## src/rtl/adpcm_step_adapter.sv

```systemverilog
// IMA ADPCM decoder control: holds predictor and step index, hands the code to an
// external inverse quantizer and registers the reconstructed sample with a valid/ready output.
module adpcm_step_adapter (
  input  logic        clk,
  input  logic        rst_n,
  input  logic        init_valid,
  input  logic [15:0] init_sample,
  input  logic [6:0]  init_index,
  input  logic        code_valid,
  input  logic [3:0]  code,
  output logic        code_ready,
  output logic [3:0]  iq_code,
  output logic [15:0] iq_step_size,
  output logic [15:0] iq_prev_predicted,
  input  logic [15:0] iq_predicted,
  output logic [15:0] sample,
  output logic        sample_valid,
  input  logic        sample_ready
);

  typedef enum logic {UNINIT, RUN} state_t;

  state_t            state, state_nxt;
  logic [15:0]       pred_q;
  logic [6:0]        index_q, index_nxt, init_idx_clamped;
  logic signed [7:0] adj, idx_sum;
  logic              accept, consume;

  function automatic logic [15:0] step_rom(input logic [6:0] idx);
    logic [15:0] s;
    case (idx)
      7'd0:  s = 16'd7;     7'd1:  s = 16'd8;     7'd2:  s = 16'd9;     7'd3:  s = 16'd10;
      7'd4:  s = 16'd11;    7'd5:  s = 16'd12;    7'd6:  s = 16'd13;    7'd7:  s = 16'd14;
      7'd8:  s = 16'd16;    7'd9:  s = 16'd17;    7'd10: s = 16'd19;    7'd11: s = 16'd21;
      7'd12: s = 16'd23;    7'd13: s = 16'd25;    7'd14: s = 16'd28;    7'd15: s = 16'd31;
      7'd16: s = 16'd34;    7'd17: s = 16'd37;    7'd18: s = 16'd41;    7'd19: s = 16'd45;
      7'd20: s = 16'd50;    7'd21: s = 16'd55;    7'd22: s = 16'd60;    7'd23: s = 16'd66;
      7'd24: s = 16'd73;    7'd25: s = 16'd80;    7'd26: s = 16'd88;    7'd27: s = 16'd97;
      7'd28: s = 16'd107;   7'd29: s = 16'd118;   7'd30: s = 16'd130;   7'd31: s = 16'd143;
      7'd32: s = 16'd157;   7'd33: s = 16'd173;   7'd34: s = 16'd190;   7'd35: s = 16'd209;
      7'd36: s = 16'd230;   7'd37: s = 16'd253;   7'd38: s = 16'd279;   7'd39: s = 16'd307;
      7'd40: s = 16'd337;   7'd41: s = 16'd371;   7'd42: s = 16'd408;   7'd43: s = 16'd449;
      7'd44: s = 16'd494;   7'd45: s = 16'd544;   7'd46: s = 16'd598;   7'd47: s = 16'd658;
      7'd48: s = 16'd724;   7'd49: s = 16'd796;   7'd50: s = 16'd876;   7'd51: s = 16'd963;
      7'd52: s = 16'd1060;  7'd53: s = 16'd1166;  7'd54: s = 16'd1282;  7'd55: s = 16'd1411;
      7'd56: s = 16'd1552;  7'd57: s = 16'd1707;  7'd58: s = 16'd1878;  7'd59: s = 16'd2066;
      7'd60: s = 16'd2272;  7'd61: s = 16'd2499;  7'd62: s = 16'd2749;  7'd63: s = 16'd3024;
      7'd64: s = 16'd3327;  7'd65: s = 16'd3660;  7'd66: s = 16'd4026;  7'd67: s = 16'd4428;
      7'd68: s = 16'd4871;  7'd69: s = 16'd5358;  7'd70: s = 16'd5894;  7'd71: s = 16'd6484;
      7'd72: s = 16'd7132;  7'd73: s = 16'd7845;  7'd74: s = 16'd8630;  7'd75: s = 16'd9493;
      7'd76: s = 16'd10442; 7'd77: s = 16'd11487; 7'd78: s = 16'd12635; 7'd79: s = 16'd13899;
      7'd80: s = 16'd15289; 7'd81: s = 16'd16818; 7'd82: s = 16'd18500; 7'd83: s = 16'd20350;
      7'd84: s = 16'd22385; 7'd85: s = 16'd24623; 7'd86: s = 16'd27086; 7'd87: s = 16'd29794;
      7'd88: s = 16'd32767;
      default: s = 16'd32767; // unreachable: index_q is clamped to 88
    endcase
    return s;
  endfunction

  assign code_ready        = (state == RUN) && !init_valid && (!sample_valid || sample_ready);
  assign accept            = code_valid && code_ready;
  assign consume           = sample_valid && sample_ready;
  assign iq_code           = code;
  assign iq_step_size      = step_rom(index_q);
  assign iq_prev_predicted = pred_q;
  assign init_idx_clamped  = (init_index > 7'd88) ? 7'd88 : init_index;

  always_comb begin
    adj = 8'sd0;
    case (code[2:0])
      3'd4:    adj = 8'sd2;
      3'd5:    adj = 8'sd4;
      3'd6:    adj = 8'sd6;
      3'd7:    adj = 8'sd8;
      default: adj = -8'sd1;
    endcase
    idx_sum = $signed({1'b0, index_q}) + adj;
    if (idx_sum < 8'sd0)       index_nxt = 7'd0;
    else if (idx_sum > 8'sd88) index_nxt = 7'd88;
    else                       index_nxt = idx_sum[6:0];
  end

  always_comb begin
    state_nxt = state;
    if (init_valid) state_nxt = RUN;
  end

  always_ff @(posedge clk or negedge rst_n) begin
    if (!rst_n) state <= UNINIT;
    else        state <= state_nxt;
  end

  // init overrides any concurrent accept or consume
  always_ff @(posedge clk or negedge rst_n) begin
    if (!rst_n) begin
      pred_q       <= '0;
      index_q      <= '0;
      sample       <= '0;
      sample_valid <= 1'b0;
    end else if (init_valid) begin
      pred_q       <= init_sample;
      index_q      <= init_idx_clamped;
      sample_valid <= 1'b0;
    end else if (accept) begin
      pred_q       <= iq_predicted;
      sample       <= iq_predicted;
      index_q      <= index_nxt;
      sample_valid <= 1'b1;
    end else if (consume) begin
      sample_valid <= 1'b0;
    end
  end

endmodule
```

## config.mk

```make
export PLATFORM = sky130hd
export DESIGN_NAME = adpcm_step_adapter
export DESIGN_NICKNAME = d
export VERILOG_FILES = /design/src/rtl/adpcm_step_adapter.sv
export SDC_FILE = /design/constraint.sdc
export NUM_CORES = 1
export LEC_CHECK = 0
export CAP_MARGIN = 10
export CORE_MARGIN = 5
export CORE_UTILIZATION = 44
export CTS_BUF_LIST = sky130_fd_sc_hd__clkbuf_4 sky130_fd_sc_hd__clkbuf_8 sky130_fd_sc_hd__clkbuf_16
export DETAILED_ROUTE_END_ITERATION = 16
export PLACE_DENSITY = 0.89
export SETUP_SLACK_MARGIN = 0.02
export SYNTH_ARGS = -nofsm -noshare
export SYNTH_HDL_FRONTEND = slang
export SYNTH_SLANG_ARGS = --single-unit
```

## constraint.sdc

```tcl
create_clock -name clk -period 2.46 [get_ports clk]
set_input_delay 0.492 -clock clk [delete_from_list [all_inputs] [get_ports clk]]
set_output_delay 0.492 -clock clk [all_outputs]
set_load 0.02 [all_outputs]
```

# Word level (Yosys, flattened, before mapping)
# Memory sizes are Yosys's and may differ from the RTL's.
# Cells that the tools add are included.
# classes
n_div	0
reduce_logical	10
eq_ne	4
n_mul	0
muxes	11
n_addsub	1
n_shift	0
n_lt_le_gt_ge	3
bitwise	1
# op_table
op	count
$mux W7	5
$mux W16	2
$pmux W8 S4	1
$eq A3 B3 Y1 const B	4
$add A8 B8 Y8	1
$gt A8 B8 Y1 const B	1
$lt A8 B1 Y1 const B	1
$gt A7 B7 Y1 const B	1
$logic_and A1 B1 Y1	4
$mux W1	3
$reduce_bool A3 Y1	1
$logic_not A1 Y1	2
$reduce_and A2 Y1	1
$reduce_bool A2 Y1	1
$logic_or A1 B1 Y1	1
$not A1 Y1	1
# totals
regBits	41
latchBits	0
mem_bits_ro	1920
ramBits	0
wordCells	36
n_memories	1
# mem_list
memory	words	word_bits	rd	rd_ports_with_merged_regs	write_ports	line_no	text
(no name shown)	128	15	1	0	0	31	case (idx)

# Longest topological paths before layout
# Gate-level depths: netlist of the first run.
# logic_depth
ltp_word	8
depth_mapped	10
ltp_nobuf	10

# Worst setup path before layout of the first run
# OpenSTA, ideal clock, no wires.
# synth_timing
path_kind	register to output
startpoint	register index_q[0]
endpoint	output port iq_step_size[3]
t_required_ps	1968
t_arrival_ps	2387
path_slack_ps	-419
path_stages_with_launch	10
cell_sequence	dfrtp_1 > clkbuf_1 > inv_1 > ha_1 > nor2b_1 > a21oi_1 > o211ai_1 > o311a_1 > a21oi_1 > o21ai_0
# synth_between
elab_chain_cells	1
# synth_lines
element	line_no	text
start, declared	25	logic [6:0] index_q, index_nxt, init_idx_clamped;
start signal, assigned	102	index_q <= init_idx_clamped;
start signal, assigned	107	index_q <= index_nxt;
$mem_v2 Z128 W15	-	
end, declared	13	output logic [15:0] iq_step_size,
# Every way passes these cells.

# Worst setup path after layout of the first run
# layout_timing
startpoint	register index_q[1]
endpoint	output port iq_step_size[9]
# The elaborated chain is that of the path after synthesis.

==> results by group, run 1 <==
Setup path
  • CP Launch Type: register
  • Cell family with most CP delay: compound AO/OA/AOI/OAI gates
  • R2R setup slack: 120 ps
  • Crit Path Category: reg -> out
  • Data required time of the worst path: 1970 ps
  • R2r startpoint: index_q[3]$_DFFE_PN0P_
  • CP Cell Sequence: inv_4 > ha_4 > nor2b_4 > buf_6 > buf_6 > inv_4 > a21oi_2 > a311o_1 > a31oi_1 > a21oi_2 > buf_6
  • FF-to-FF path depth: 10
  • Critical path endpoint category: output pin
  • Most common cell on crit path: buf_6
  • Slowest stage cell, crit path: dfrtp_2
  • CP max stage delay: 470 ps
  • Critical R2R Capture: index_q[0]$_DFFE_PN0P_
  • Number of buffers and inverters on the critical path: 5
  • Crit path max fanout: 5
  • Crit path DAT: 2230 ps

Floorplan
  • Core Area: 0.008134 mm^2
  • Core Rows: 33
  • DIE AREA: 0.01015 mm^2
  • Starting Density: 44.56%
  • IO Pins: 102
  • Die X: 100.8 um
  • DIE HEIGHT: 100.8 um

Clocking
  • # H-tree levels: 2
  • CTS tree: built
  • Clock root cell: clkbuf_8
  • Maximum clock path buffer count: 2
  • Clock sinks: 41
  • Clock transition at path regs: 80 ps
  • CTS Buf Count: 5
  • Clk_lat worst skew: 290 ps

Logic synthesis
  • Seq/Total Area, Yosys: 28.31%
  • Synth Cell Area: 0.003625 mm^2
  • Synth top area share: 28.31%
  • Syn Nets: 561
  • Post-Syn Instances: 490
  • Cell taking the most area after synthesis: dfrtp_1
  • Syn. warnings: 0
  • Synth Flop Type: dfrtp_1
  • Distinct cell type count after synthesis: 63
  • Synth top area cells: dfrtp_1, nand2_1, ha_1
  • EDFF count, synth: 0
  • Mapped Avg Cell Area: 7.397 um^2
  • Fraction of registers with async set/reset: 100.0%
  • #FFs+latches synth: 41

GRT
  • First-pass GRT wire length: 23.10 mm
  • Largest net degree at the start of global routing: 30
  • Initial antenna violation count: 0
  • Overflow after GRT: 0
  • Vias in the first global route: 4747
  • GRT Total Usage: 28.48%

STA
  • Final hold vios: 0
  • Final worst-path cycle share: 110.8%
  • Worst Skew: 10.63 ps
  • Final setup vio count: 13
  • Slew Limit Headroom: 65.94%
  • Pins Over Slew Limit: 0
  • Worst Tran Pin Value: 506.4 ps
  • Setup ws final: -264.6 ps
  • RSZ-0062 raised after global routing: true
  • Max Fclk: 367.0 MHz
  • Fin crit period: 2725 ps

Route
  • Wire length after detailed routing: 15.11 mm
  • DRT iter0 DRCs: 185
  • Drc violations: 0
  • Routed WL per cell: 19.17 um
  • Post-route ant nets: 0
  • Via count: 4643
  • Vias/cell: 5.892
  • Pre-antenna DRT Iters: 5

Place
  • Post-DP HPWL: 11.38 mm
  • Worst slack at placement: -481.0 ps
  • Dpl cells: 765
  • RD Place Congestion: 1.007
  • Buffers on Ports: 98

Power
  • Cell Pwr Density: 725.3 mW/mm^2
  • Leak Pwr: 2.812 nW
  • Max VDD drop: 0.5648 mV

Final layout
  • N_diodes: 0
  • Share of cells above drive strength 1: 33.97%
  • P&R area growth vs syn: 69.31%
  • Non-filler cells, final: 788
  • Nets: 753

Status
  • Status: complete, but fails checks
  • Failing checks: negative setup slack

Min path
  • Hold Path Class: in -> async

Flow run
  • Max cap viols: 0
## cell usage in the layout (no fill, tap or decap), drive strengths merged, types with 6 or more instances in the layout
master,instances
nand2,116
nand3,31
dfrtp,41
o221ai,6
a21o,9
o211ai,6
o21ai,36
ha,22
buf,143
a21oi,40
clkdlybuf4s50,78
a31oi,9
nand2b,8
inv,17
nor3,8
nor2,24
## cells in the mapped netlist, types with 3 or more instances
library cell	instances
o221ai_1	6
a22oi_1	3
dfrtp_1	41
o21ai_0	32
a21oi_1	40
nand3_1	31
nor3_1	8
ha_1	22
a211oi_1	3
nand2b_1	8
nor2_1	23
nor3b_1	3
nor2b_1	5
or2_2	4
mux2_2	4
buf_2	15
inv_1	16
a221oi_1	4
a31oi_1	9
mux2i_1	5
clkbuf_1	16
nand3b_1	3
nand2_1	116
a21o_1	9
o311a_1	3
o21ai_2	3
buf_1	3
o211ai_1	6
buf_4	7
## what timing repair did
action                     CTS  global route
hold buffers                 0             0
setup endpoints to repair   22            23
buffers inserted             9             8
resized for setup          149            48
pin swaps                   31            32
## cell families (layout without fill, tap and decap cells)
group / count (synthesis) / after routing / share of synthesized area, %
xor gates and xnor gates: 4 / 4 / 0.9667
and+or+nand+nor: 210 / 210 / 25.92
AOI/OAI and AO/OA: 143 / 143 / 26.06
DFF: 41 / 41 / 28.31
adders and majority gates: 23 / 23 / 8.146
muxes: 10 / 10 / 3.245
other: 1 / 1 / 0.1035
buffers and inverters: 58 / 251 / 7.249
## registers in the layout, summed over array words and instances (netlist names)
signal             count
iq_prev_predicted     16
sample                16
sample_valid           1
state                  1
index_q                7
## worst max path at each step
stage	startpoint	endpoint	cells past startpoint
after floorplan	index_q[0]$_DFFE_PN0P_	iq_step_size[4]	7
after global placement	index_q[1]$_DFFE_PN0P_	iq_step_size[3]	9
after detailed placement	index_q[1]$_DFFE_PN0P_	iq_step_size[9]	10
after CTS	index_q[0]$_DFFE_PN0P_	iq_step_size[0]	9
after global routing	index_q[1]$_DFFE_PN0P_	iq_step_size[3]	10
final	index_q[1]$_DFFE_PN0P_	iq_step_size[9]	11
## stage by stage
step	setup TNS, ps	util (%)	hold slack [ps]	area [um^2]	power [W]
final	-2071	75.45	158.8	6137	0.004451
after global routing	-3076	75.45	193.6	6137	0.004681
after CTS	-1715	72.40	165.9	5889	0.004162
after detailed placement	-7688	67.21	462.2	5466	0.003499
after global placement	-6921	67.21	456.7	5466	0.003467
after floorplan	-104.4	-	196.4	3687	0.002215
## cell type report
cell class | instances | area, um^2
well taps | 105 | 131.4
flip-flops and latches | 41 | 1028
clock buffers | 5 | 68.82
fillers | 575 | 1997
inverters | 17 | 76.32
multi-input cells | 391 | 2774
repair buffers | 226 | 2041
clock inverters | 3 | 17.52
## per-layer routing
| layer | track usage (%) | vias up | share of wire [%] |
|---|---|---|---|
| met1 | 31.42 | 2210 | 35 |
| met2 | 50.58 | 243 | 51 |
| met5 | 0 | - | 0 |
| li1 | - | 2125 | - |
| met4 | 16.06 | 0 | 5.7 |
| met3 | 5.675 | 65 | 7.9 |
## report_power, final
group	internal [W]	switching, W	leakage (nW)	total (W)
clock	0.000196	0.000228	0.0439	0.000424
combinational	0.00154	0.00163	2.27	0.00318
sequential	0.000767	0.0000823	0.494	0.000850
total	0.00251	0.00194	2.81	0.00445
(Power assumes the default switching activity.)
==> run 2: changes to the inputs <==
--- a/config.mk
+++ b/config.mk
@@ -8,10 +8,8 @@
 export CAP_MARGIN = 10
 export CORE_MARGIN = 5
 export CORE_UTILIZATION = 44
-export CTS_BUF_LIST = sky130_fd_sc_hd__clkbuf_4 sky130_fd_sc_hd__clkbuf_8 sky130_fd_sc_hd__clkbuf_16
 export DETAILED_ROUTE_END_ITERATION = 16
 export PLACE_DENSITY = 0.89
-export SETUP_SLACK_MARGIN = 0.02
 export SYNTH_ARGS = -nofsm -noshare
 export SYNTH_HDL_FRONTEND = slang
 export SYNTH_SLANG_ARGS = --single-unit
==> results by group, run 2 (same netlist as run 1, synthesis figures left out) <==
Clocking
  • CTS tree: built
  • Maximum clock path buffer count: 2
  • Clock transition at path regs: 80 ps
  • Clk_lat worst skew: 300 ps
  • CTS Buf Count: 5
  • Clock root cell: clkbuf_8
  • Clock sinks: 41
  • # H-tree levels: 2

Final layout
  • Non-filler cells, final: 781
  • Most frequent cells in the layout: nand2_1, buf_4, clkdlybuf4s50_1
  • End-of-flow core utilization: 76.43%
  • Share of cells above drive strength 1: 34.47%
  • P&R area growth vs syn: 71.52%
  • Fill count: 520
  • Most common cell after layout, fill and taps aside: nand2_1
  • N_diodes: 0
  • Nets: 746

STA
  • Max Fclk: 366.3 MHz
  • Final worst-path cycle share: 111.0%
  • Slew Limit Headroom: 55.49%
  • Final setup vio count: 13
  • Worst Skew: 4.462 ps
  • Setup_tns: -2243 ps
  • Worst Tran Pin Value: 667.6 ps
  • Fin crit period: 2730 ps
  • Setup ws final: -269.7 ps
  • Final hold vios: 0
  • RSZ-0062 raised after global routing: true
  • Pins Over Slew Limit: 0

Route
  • Wire length after detailed routing: 15.41 mm
  • Pre-antenna DRT Iters: 5
  • Post-route ant nets: 0
  • Drc violations: 0
  • Via count: 4622
  • Vias/cell: 5.918
  • Routed WL per cell: 19.72 um
  • DRT iter0 DRCs: 243

Setup path
  • Critical path endpoint category: output pin
  • Data required time of the worst path: 1970 ps
  • Crit path DAT: 2240 ps
  • R2r startpoint: index_q[0]$_DFFE_PN0P_
  • Worst setup path end: iq_step_size[0]
  • FF-to-FF path depth: 11
  • Worst setup path startpoint: index_q[1]$_DFFE_PN0P_
  • Crit Path Category: reg -> out
  • Crit path max fanout: 8
  • CP Launch Type: register
  • Critical R2R Capture: index_q[0]$_DFFE_PN0P_
  • R2R setup slack: 130 ps

Power
  • Leak Pwr: 2.778 nW
  • Design Power: 0.004621 W
  • Max VDD drop: 0.6059 mV
  • Cell Pwr Density: 743.2 mW/mm^2

Floorplan
  • Core Rows: 33
  • Starting Density: 44.56%
  • Die X: 100.8 um
  • DIE AREA: 0.01015 mm^2
  • IO Pins: 102
  • DIE HEIGHT: 100.8 um
  • Core Area: 0.008134 mm^2

Flow run
  • Max cap viols: 0

Place
  • Buffers on Ports: 98
  • Post-DP HPWL: 10.99 mm
  • Dpl cells: 755
  • RD Place Congestion: 0.9835

GRT
  • GRT Total Usage: 29.76%
  • Overflow after GRT: 0
  • Largest net degree at the start of global routing: 31
  • Vias in the first global route: 4740
  • First-pass GRT wire length: 23.96 mm
  • Initial antenna violation count: 0

Status
  • Status: complete, but fails checks
  • Failing checks: negative setup slack

Min path
  • Hold Path Class: in -> async
[run 2: cell types whose count changed in the layout (fill, tap and decap cells not counted), moves of 3 or more]
cell / delta
buf_6: -11
ha_4: +5
buf_12: +4
ha_1: -4
dlymetal6s2s_1: -3
o21ai_1: +3
[run 2: where the power goes]
group          internal, W  switching, W
Combinational      0.00154       0.00165
Clock             0.000331      0.000241
Sequential        0.000767     0.0000830
[run 2: cell type report]
cell class / instances / area (um^2) / area share, %
clock buffer: 7 / 86.33 / 1.389
clock inverter: 1 / 30.03 / 0.4830
inverter: 17 / 78.83 / 1.268
multi-input combinational: 391 / 2868 / 46.13
sequential: 41 / 1028 / 16.54
tap: 105 / 131.4 / 2.113
timing repair buffer: 219 / 1994 / 32.08
[run 2: layer usage]
metal	share of wire (%)	GRT usage (%)	routed length (um)
met1	36	34.23	5503
met2	50	52.10	7701
met3	8.3	5.052	1282
met4	6.0	16.37	917
met5	0	0	0
[run 2: worst min-delay path by stage]
stage | startpoint | endpoint | slack (ps)
after floorplan | rst_n | index_q[0]$_DFFE_PN0P_ | 200
after detailed placement | sample[11]$_DFFE_PN0P_ | sample[11]$_DFFE_PN0P_ | 470
after CTS | rst_n | iq_prev_predicted[14]$_DFFE_PN0P_ | 230
after global placement | sample[3]$_DFFE_PN0P_ | sample[3]$_DFFE_PN0P_ | 460
final | rst_n | iq_prev_predicted[14]$_DFFE_PN0P_ | 220
after global routing | rst_n | iq_prev_predicted[8]$_DFFE_PN0P_ | 270
[run 2: critical path, stage by stage (launching register included)]
cell and delay [ps]:
dfrtp_2 470, buf_8 170, ha_4 170, nand2_1 80, nand2_1 70, mux4_2 500, o21a_1 200, o21ai_2 130
buf_6 140
[run 2: through the flow]
stage | hold slack [ps] | instance area, um^2 | setup WS, ps
after detailed placement | 465.3 | 5414 | -559.8
after global routing | 266.6 | 6217 | -369.2
after floorplan | 196.4 | 3672 | -50.25
after global placement | 458.5 | 5414 | -586.7
final | 221.3 | 6217 | -269.7
after CTS | 227.2 | 5973 | -258.5
[run 2: repair_timing]
item | CTS | global route
pin swaps | 32 | 29
endpoints found under the setup margin | 19 | 22
setup buffers | 8 | 10
gates resized for setup | 165 | 38
hold buffers | 0 | 0
==> run 3: changes to the inputs <==
--- a/config.mk
+++ b/config.mk
@@ -10,6 +10,7 @@
 export CORE_UTILIZATION = 44
 export DETAILED_ROUTE_END_ITERATION = 16
 export PLACE_DENSITY = 0.89
+export SLEW_MARGIN = 0
 export SYNTH_ARGS = -nofsm -noshare
 export SYNTH_HDL_FRONTEND = slang
 export SYNTH_SLANG_ARGS = --single-unit
==> results of run 3 <==
The final DEF is identical to that of run 2; final timing and power are the same.
